### src/rtl/id_ex_stage_buf.sv
// ID->EX pipeline stage register with valid/ready handshake, flush-to-bubble
// and an optional 2-entry skid buffer (SKID=1) that registers in_ready.
// Control groups read zero whenever out_valid is low; data fields hold.
module id_ex_stage_buf #(
  parameter int DATA_W = 32,
  parameter int REG_W  = 5,
  parameter int WB_W   = 2,
  parameter int M_W    = 2,
  parameter int EX_W   = 5,
  parameter int SKID   = 1
) (
  input  logic              clk,
  input  logic              rst,
  input  logic              flush,
  input  logic              in_valid,
  output logic              in_ready,
  input  logic [WB_W-1:0]   WB,
  input  logic [M_W-1:0]    M,
  input  logic [EX_W-1:0]   EX,
  input  logic [DATA_W-1:0] readData1,
  input  logic [DATA_W-1:0] readData2,
  input  logic [DATA_W-1:0] S_EXTEND_out_b,
  input  logic [REG_W-1:0]  rs,
  input  logic [REG_W-1:0]  rt,
  input  logic [REG_W-1:0]  rd,
  output logic              out_valid,
  input  logic              out_ready,
  output logic [WB_W-1:0]   EX_WB,
  output logic [M_W-1:0]    EX_M,
  output logic [EX_W-1:0]   EX_EX,
  output logic [DATA_W-1:0] EX_SRC_A,
  output logic [DATA_W-1:0] EX_SRC_B,
  output logic [DATA_W-1:0] EX_SE,
  output logic [REG_W-1:0]  EX_rs,
  output logic [REG_W-1:0]  EX_rt,
  output logic [REG_W-1:0]  EX_rd,
  output logic [1:0]        occupancy
);

  // Control fields sit in the MSBs of the packed payload so they can be
  // zeroed as one slice when the main entry becomes a bubble.
  localparam int CW = WB_W + M_W + EX_W;
  localparam int PW = CW + 3 * DATA_W + 3 * REG_W;

  logic [PW-1:0] w_in_pay;
  logic [PW-1:0] r_main_pay;
  logic [PW-1:0] r_skid_pay;
  logic          r_main_valid;
  logic          r_skid_valid;
  logic          r_in_ready;
  logic [1:0]    r_occ;

  logic w_accept;
  logic w_consume;
  logic w_main_valid_n;
  logic w_skid_valid_n;
  logic w_load_main_in;
  logic w_load_main_skid;
  logic w_load_skid;

  assign w_in_pay  = {WB, M, EX, readData1, readData2, S_EXTEND_out_b, rs, rt, rd};

  // Without a skid slot, ready must look through to EX combinationally.
  assign in_ready  = (SKID != 0) ? r_in_ready : (out_ready | ~r_main_valid);
  assign w_accept  = in_valid & in_ready;
  assign w_consume = r_main_valid & out_ready;

  // Next-state decision for the two entries; flush outranks every transfer.
  always_comb begin
    w_main_valid_n   = r_main_valid;
    w_skid_valid_n   = r_skid_valid;
    w_load_main_in   = 1'b0;
    w_load_main_skid = 1'b0;
    w_load_skid      = 1'b0;
    if (flush) begin
      w_main_valid_n = 1'b0;
      w_skid_valid_n = 1'b0;
    end else if (r_skid_valid && w_consume) begin
      // in_ready is low while the skid is full, so no accept can collide here
      w_load_main_skid = 1'b1;
      w_main_valid_n   = 1'b1;
      w_skid_valid_n   = 1'b0;
    end else if (w_accept && (!r_main_valid || w_consume)) begin
      w_load_main_in = 1'b1;
      w_main_valid_n = 1'b1;
    end else if (w_accept && (SKID != 0)) begin
      w_load_skid    = 1'b1;
      w_skid_valid_n = 1'b1;
    end else if (w_consume) begin
      w_main_valid_n = 1'b0;
    end else begin
      w_main_valid_n = r_main_valid;
    end
  end

  // State registers: entries, registered ready flag and occupancy count.
  always_ff @(posedge clk) begin
    if (rst) begin
      r_main_pay   <= {PW{1'b0}};
      r_skid_pay   <= {PW{1'b0}};
      r_main_valid <= 1'b0;
      r_skid_valid <= 1'b0;
      r_in_ready   <= 1'b1;
      r_occ        <= 2'd0;
    end else begin
      r_main_valid <= w_main_valid_n;
      r_skid_valid <= w_skid_valid_n;
      r_in_ready   <= ~w_skid_valid_n;
      r_occ        <= {1'b0, w_main_valid_n} + {1'b0, w_skid_valid_n};
      if (w_load_main_in) begin
        r_main_pay <= w_in_pay;
      end else if (w_load_main_skid) begin
        r_main_pay <= r_skid_pay;
      end else if (!w_main_valid_n) begin
        r_main_pay[PW-1 -: CW] <= {CW{1'b0}};
      end
      if (w_load_skid) begin
        r_skid_pay <= w_in_pay;
      end
    end
  end

  assign {EX_WB, EX_M, EX_EX, EX_SRC_A, EX_SRC_B, EX_SE, EX_rs, EX_rt, EX_rd} = r_main_pay;
  assign out_valid = r_main_valid;
  assign occupancy = r_occ;

endmodule

### config.mk
export PLATFORM = sky130hd
export DESIGN_NAME = id_ex_stage_buf
export DESIGN_NICKNAME = d
export VERILOG_FILES = /design/src/rtl/id_ex_stage_buf.sv
export SDC_FILE = /design/constraint.sdc
export NUM_CORES = 1
export LEC_CHECK = 0
export BUFFER_PORTS_ARGS = -buffer_cell sky130_fd_sc_hd__buf_2
export CAP_MARGIN = 5
export CORE_MARGIN = 3
export CORE_UTILIZATION = 57
export DETAILED_ROUTE_END_ITERATION = 10
export PLACE_DENSITY_LB_ADDON = 0.1
export SLEW_MARGIN = 0
export SYNTH_ARGS = -nofsm -noshare
export SYNTH_HDL_FRONTEND = slang
export SYNTH_SLANG_ARGS = --single-unit
### constraint.sdc
create_clock -name clk -period 5 [get_ports clk]
set_input_delay 0.5 -clock clk [delete_from_list [all_inputs] [get_ports clk]]
set_output_delay 0.5 -clock clk [all_outputs]
set_load 0.05 [all_outputs]
==> impl_metrics.toml, run 1 <==
[synth]
netlist.area_leader.share = 0.499
synth_seq_cells = 245
yosys.area.top_type = "dfxtp_1"
synth-edff-count = 0
syn_area_per_cell_sq_um = 8.02
yosysSeqAreaShare = 0.499
synth_area_leaders = "dfxtp_1, nand2_1, a22o_1, o21a_1, a21oi_1"
yosysWarningCount = 0
synth_nets = 1351
async_flop_share = 0
ys_top_cells_by_count = "nand2_1, dfxtp_1, a21oi_1, nor2_1"
synth_cell_types = 22
ys.flop_type = "dfxtp_1"
post-synth-top-count-cell = "nand2_1"
syn-cell-area_sq_um = 9840
syn-instance-count = 1226

[worst_setup_path]
cp.arrival_ns = 3.10
path_class = "reg -> reg"
cp_slowest_cell = "nor2_4"
crit_chain = "nand2b_1, nor2_4, buf_4, a22o_1, o21a_1"
max_stage_delay_ns = 0.76
cp.required_ns = 5.46
cp-end-kind = "flip-flop"
start_kind = "flip-flop"
critPathMaxFanout = 42

[drt]
post_drt_wl_per_cell_um = 15.3
drt_iter0_drc = 546
vias = 8822
drt-pass1-iter-count = 5
drtAntennaViolNets = 0
totalWireLength_um = 25200
drc_errors = 0
routed_via_density = 5.36

[clock_tree]
path_clk_slew_ns = 0.06
clkLatencyLatePin_ns = 0.51
ctsResizeCount = 0
postCtsHoldBufs = 0
cts_made_buffers = 25
cts.htree.levels = 1
clock_path_buffers = 3
post_cts_buffers = 0
cts_sinks = 245
root_buffer = "clkbuf_16"
cts_tree = "built"

[placed_design]
place_inst = 1599
hpwl_um = 15200
port_buffers = 248
finalWeightedCongestion = 0.768

[pwr]
switchingPower_mw = 1.09
leakage_nw = 5.08
p_clk_frac = 0.416
power_frac_comb = 0.110
power.density_nw_per_um2 = 363
intPower_mw = 3.20
ir_worst_vdd_mv = 0.237
sw_frac_of_total = 0.254
power_frac_seq = 0.474

[die]
dieArea_sq_um = 18900
ios = 249
start_util = 0.587
die_y_um = 137
die_w_um = 137
num_rows = 47
core_sq_um = 16800

[timing]
rsz0062_at_grt = "no"
tightestPinTransition_ns = 0.876
timing_hold_violations_final = 0
relSlewSlack = 0.416
finalCritPeriodShare = 0.530
drv_slew = 0
fmax_mhz = 378
finalClockSkew_ns = 0.0147
finalSetupTns_ns = 0
setup_viol = 0
period_needed_ns = 2.65

[cells_and_area]
fin_nets = 1531
syn_to_final_growth_pct = 20.3
drive_above_1_share = 0.212
fin_cells = 1646

[global_routing]
antenna_found_initial = 7
grt_max_degree = 190
grt_overflow = 0
grt_pass1_vias = 8018
grt_pass1_wl_um = 39100
grt_usage = 0.252

[job]
max_cap_viol_count = 0

[worst_hold_path]
hold_path.class = "in -> reg"

[outcome]
outcome = "finished, final reports clean"
sequential cells by signal (all words and copies together), names as in the netlist:
name          flops
in_ready          1
out_valid         1
r_skid_valid      1
occupancy         2
r_skid_pay      120
r_main_pay      120
kinds of logic after synthesis:
group | synth area share
AOI/OAI and AO/OA | 0.259
DFF | 0.499
and+or+nand+nor | 0.197
buffers and inverters | 0.0463
power by group through the flow:
stage               combinational, mW  sequential [mW]  clock (mW)
global placement                0.471             2.08           0
CTS                             0.475             2.03        1.81
global route                    0.509             2.04        1.89
finish                          0.473             2.03        1.78
detailed placement              0.473             2.08           0
floorplan                       0.172             2.23           0
critical path: cells and delay by family (launching register included):
family / cells / cell delay, ns
simple gates: 2 / 1.13
flops: 1 / 0.50
compound gates: 2 / 0.37
buf+inv: 1 / 0.57
metal layers:
| metal | vias to the layer above | share of wire | GRT usage |
|---|---|---|---|
| li1 | 4467 | - | - |
| met1 | 4025 | 0.42 | 0.328 |
| met2 | 276 | 0.47 | 0.414 |
| met3 | 46 | 0.080 | 0.0625 |
| met4 | 8 | 0.021 | 0.0754 |
| met5 | - | 0.0021 | 0 |
placed cells by master, fill, tap and decap left out, types with 2 or more instances in the layout:
master,synthesis,routed
a21oi_1,140,140
a22o_1,111,111
buf_2,34,247
buf_4,0,12
clkbuf_1,70,9
clkbuf_16,0,25
clkbuf_8,0,9
clkinv_2,0,2
dfxtp_1,245,245
diode_2,0,3
inv_1,3,2
nand2_1,363,363
nand2b_1,2,2
nor2_1,122,121
nor3_1,12,11
o21a_1,111,111
area by class of cell:
class	count	area [sq um]
inverters	3	12.5
repair buffers	260	1350
diodes	3	7.51
multi-input cells	871	4500
clock buffers	43	783
well taps	220	275
fillers	1398	4920
flip-flops and latches	245	4900
clock inverters	1	5.00
worst paths after layout:
path                  start             end  slack (ns)  cells past startpoint
max               out_valid  r_main_pay[68]        2.35                      5
min            readData1[8]  r_skid_pay[87]        0.23                      3
max reg2reg       out_valid  r_main_pay[68]        2.35                      5
min reg2reg  r_skid_pay[70]  r_skid_pay[70]        0.45                      2
per-stage QoR:
step / setup slack [ns] / area, sq um / utilization / total power [mW] / hold slack (ns)
after CTS: 2.33 / 11800 / 0.706 / 4.32 / 0.219
after detailed placement: 2.15 / 11000 / 0.659 / 2.55 / 0.447
after global placement: 2.18 / 11000 / 0.659 / 2.55 / 0.441
final: 2.35 / 11800 / 0.706 / 4.29 / 0.232
after floorplan: 3.01 / 9840 / - / 2.40 / 0.437
after global routing: 2.17 / 11800 / 0.706 / 4.44 / 0.229
No activity file was read; power rests on OpenSTA's default activity.
==> inputs of run 2 (changes only) <==
Settings changed: CORE_UTILIZATION 57 to 48.
Clock period 5 ns to 2.3 ns, I/O delays scaled along.
==> impl_metrics.toml, run 2 (synthesis gave the netlist of run 1 again) <==
[drt]
vias = 9435
wl_met1_um = 12200
met2WireLength_um = 13100
routed_via_density = 5.18
drc_errors = 0
drt-pass1-iter-count = 4
drt_iter0_drc = 555
totalWireLength_um = 27800
route.met3.wl_um = 1740
dr.max_layer_used = "met5"
drtAntennaViolNets = 0
post_drt_wl_per_cell_um = 15.3

[pwr]
ir_worst_vdd_mv = 0.600
power.density_nw_per_um2 = 739
leakage_nw = 5.71

[clock_tree]
cts_sinks = 245
cts_tree = "built"
cts.htree.levels = 1
clock_path_buffers = 3
root_buffer = "clkbuf_16"
post_cts_buffers = 0
clkLatencyLatePin_ns = 0.51
cts_made_buffers = 26
path_clk_slew_ns = 0.06

[die]
die_w_um = 149
num_rows = 51
ios = 249
core_sq_um = 19800
die_y_um = 149
dieArea_sq_um = 22300
start_util = 0.497

[worst_setup_path]
path_class = "reg -> reg"
cp.required_ns = 2.75
timing.critical_path.buf_inv = 1
max_stage_delay_ns = 0.49
cp_slowest_cell = "dfxtp_1"
start_kind = "flip-flop"
critPathMaxFanout = 111
cp_top_family = "flip-flops"
cp.arrival_ns = 2.28
cp-end-kind = "flip-flop"
crit_chain = "nand2b_1, nor2_4, buf_12, a22o_1, o21a_1"

[cells_and_area]
syn_to_final_growth_pct = 36.0
drive_above_1_share = 0.200
final_common_cell = "nand2_1"
fin_nets = 1659
fill_cells = 1630
layout_common_cells = "nand2_1, buf_2, dfxtp_1"

[global_routing]
grt_overflow = 0
grt_usage = 0.238
grt_pass1_wl_um = 44200
grt_pass1_vias = 8745
antenna_found_initial = 4
grt_max_degree = 133

[timing]
relSlewSlack = 0.547
tightestPinTransition_ns = 0.679
fmax_mhz = 547
period_needed_ns = 1.83
finalSetupTns_ns = 0
finalClockSkew_ns = 0.0119
timing_hold_violations_final = 0
hold_slack_ns = 0.157
finalCritPeriodShare = 0.795
rsz0062_at_grt = "no"
drv_slew = 0
setup_viol = 0

[worst_hold_path]
hold_path.class = "in -> reg"

[placed_design]
port_buffers = 248
finalWeightedCongestion = 0.768
hpwl_um = 15600

[outcome]
outcome = "finished, final reports clean"

[job]
max_cap_viol_count = 0
-- run 2: metal layers --
metal / global-route usage / vias up
li1: - / 4724
met5: 0 / -
met4: 0.0586 / 2
met1: 0.318 / 4358
met3: 0.0410 / 49
met2: 0.401 / 302
-- run 2: cell type report --
class                           count  area [sq um]  share of cell area
Inverter                            3          12.5            0.000935
Clock buffer                       38           757              0.0566
Tap cell                          265           332              0.0248
Sequential cell                   245          4900               0.366
Antenna cell                        3          7.51            0.000561
Timing Repair Buffer              387          2750               0.206
Multi-Input combinational cell    871          4500               0.336
Clock inverter                      8           115             0.00860
-- run 2: what timing repair did --
item / 4_1_cts / 5_1_grt
hold endpoints to repair: 122 / 0
hold buffers: 121 / 0
resized for setup: 0 / 0
-- run 2: stage by stage --
stage	power (mW)	utilization	std cells	worst slack [ns]	area, sq um
finish	9.89	0.677	1820	0.470	13400
global route	10.2	0.677	1820	0.320	13400
CTS	9.99	0.676	1817	0.516	13400
detailed placement	5.58	0.571	1650	0.544	11300
global placement	5.57	0.571	1650	0.577	11300
floorplan	5.22	-	1226	0.305	9840
-- run 2: power by group --
group,internal (mW),switching [mW]
clock,2.60,1.63
combinational,0.470,0.764
sequential,4.36,0.0635
total,7.44,2.46
-- run 2: path summary, 6_finish.rpt --
kind                    endpoint      startpoint  slack [ns]  depth (start not counted)
hold / removal         out_valid       out_ready        0.16                          4
hold reg to reg   r_skid_pay[27]  r_skid_pay[27]        0.45                          2
setup / recovery  r_main_pay[83]       out_valid        0.47                          5
setup reg to reg  r_main_pay[83]       out_valid        0.47                          5
-- run 2: tightest hold or removal path, cell delays in order --
cell and delay (ns):
buf_2 0.09, nand2b_1 0.10, a21oi_1 0.16, nor3_1 0.05
==> inputs of run 3 (changes only) <==
Clock period 2.3 ns to 1.6 ns, I/O delays scaled along.
==> impl_metrics.toml, run 3 (synthesis gave the netlist of run 1 again) <==
[cells_and_area]
drive_above_1_share = 0.223
syn_to_final_growth_pct = 43.1
fin_cells = 1856
final_area_sq_um = 14100
finish.utilization = 0.712
fin_nets = 1694
layout_common_cells = "nand2_1, buf_2, dfxtp_1"
fill_cells = 1588
final_common_cell = "nand2_1"

[outcome]
outcome = "finished, final reports clean"

[pwr]
power.density_nw_per_um2 = 1050
intPower_mw = 11.2
switchingPower_mw = 3.66
power_frac_comb = 0.129
sw_frac_of_total = 0.247
leakage_nw = 6.05
power_frac_seq = 0.429
ir_worst_vdd_mv = 0.802
p_total_mw = 14.8
p_clk_frac = 0.443

[placed_design]
place_area_sq_um = 11500
hpwl_um = 16800
port_buffers = 248
place_inst = 1670
finalWeightedCongestion = 0.792

[timing]
rsz0062_at_grt = "yes"
period_needed_ns = 1.55
finalCritPeriodShare = 0.971
relSlewSlack = 0.726
finalClockSkew_ns = 0.00720
drv_slew = 0
fmax_mhz = 644
tightestPinTransition_ns = 0.411
finalSetupTns_ns = 0
timing_hold_violations_final = 0
setup_viol = 0

[die]
die_y_um = 149
start_util = 0.497
num_rows = 51
ios = 249
die_w_um = 149
dieArea_sq_um = 22300
core_sq_um = 19800

[worst_hold_path]
hold-path-cell-count = 4
hold_path.class = "in -> reg"

[worst_setup_path]
path_class = "in -> reg"
cp-end-kind = "flip-flop"
start_kind = "primary input"
cp.required_ns = 2.01
cp.arrival_ns = 1.97
critPathMaxFanout = 30
rr_worst_depth = 7

[clock_tree]
clock_path_buffers = 3
path_clk_slew_ns = 0.06
root_buffer = "clkbuf_16"
cts_tree = "built"
cts_sinks = 245
cts_made_buffers = 26
cts.htree.levels = 1
clkLatencyLatePin_ns = 0.52

[global_routing]
antenna_found_initial = 2
grt_pass1_wl_um = 44100
grt_max_degree = 81
grt_overflow = 0
grt_pass1_vias = 8870
grt_usage = 0.236

[drt]
drtAntennaViolNets = 0
vias = 9700
routed_via_density = 5.23
post_drt_wl_per_cell_um = 15.8
totalWireLength_um = 29300
drt_iter0_drc = 461
drt-pass1-iter-count = 6
drc_errors = 0

[job]
max_cap_viol_count = 0
==> run 3: changes by cell type in the layout (fill, tap and decap cells not counted), moves of 2 or more <==
cell	before	now
buf_12	13	21
buf_4	6	13
buf_6	0	7
clkbuf_1	7	3
clkbuf_16	27	36
clkbuf_8	4	9
dfxtp_1	245	243
dfxtp_4	0	2
dlygate4sd3_1	121	123
nand2b_1	2	0
nand2b_4	0	2
==> run 3: area by class of cell <==
| type | instances | area [sq um] | share of cell area |
|---|---|---|---|
| antenna | 2 | 5.00 | 0.000356 |
| clock inverter | 9 | 146 | 0.0104 |
| timing repair buffer | 422 | 3330 | 0.237 |
| multi-input combinational | 871 | 4530 | 0.322 |
| tap | 265 | 332 | 0.0236 |
| inverter | 3 | 12.5 | 0.000889 |
| clock buffer | 39 | 811 | 0.0576 |
| sequential | 245 | 4910 | 0.349 |
==> run 3: per-layer routing <==
metal	wire [um]	global-route usage	share of wire	vias to the layer above
li1	-	-	-	4804
met1	12800	0.312	0.44	4540
met2	13900	0.399	0.47	301
met3	1920	0.0447	0.066	55
met4	695	0.0622	0.024	0
met5	0	0	0	-
==> run 3: path summary, 6_finish.rpt <==
kind,slack [ns],start,endpoint
setup / recovery,0.05,out_ready,r_main_pay[66]
hold / removal,0.16,in_valid,out_valid
setup reg to reg,0.06,r_skid_valid,r_main_pay[103]
hold reg to reg,0.45,r_skid_pay[2],r_skid_pay[2]
==> run 3: power by group through the flow <==
stage / clock network (mW) / logic [mW] / registers, mW
floorplan: 0 / 0.543 / 6.97
global placement: 0 / 1.56 / 6.48
detailed placement: 0 / 1.57 / 6.49
CTS: 6.67 / 1.81 / 6.35
global route: 6.92 / 2.04 / 6.37
finish: 6.57 / 1.91 / 6.36
==> run 3: timing repair <==
action,in CTS,in global routing
endpoints found under the hold margin,233,0
buffers inserted,0,3
endpoints found under the setup margin,83,199
hold buffers,123,0
cloned,0,10
pin swaps,1,5
resized for setup,0,17
==> run 3: critical path: stages <==
cell	delay [ns]
dlygate4sd3_1	0.53
buf_2	0.17
buf_6	0.17
nand2_1	0.11
nor2_4	0.06
buf_12	0.14
buf_12	0.16
a22o_1	0.26
o21a_1	0.19
==> run 3: through the flow <==
step | hold slack [ns] | setup slack, ns
4_1_cts | 0.129 | -0.0220
3_5_place_dp | 0.417 | -0.0396
2_1_floorplan | 0.229 | -0.00616
5_1_grt | 0.185 | -0.0122
6_report | 0.165 | 0.0469
3_3_place_gp | 0.411 | -0.00997
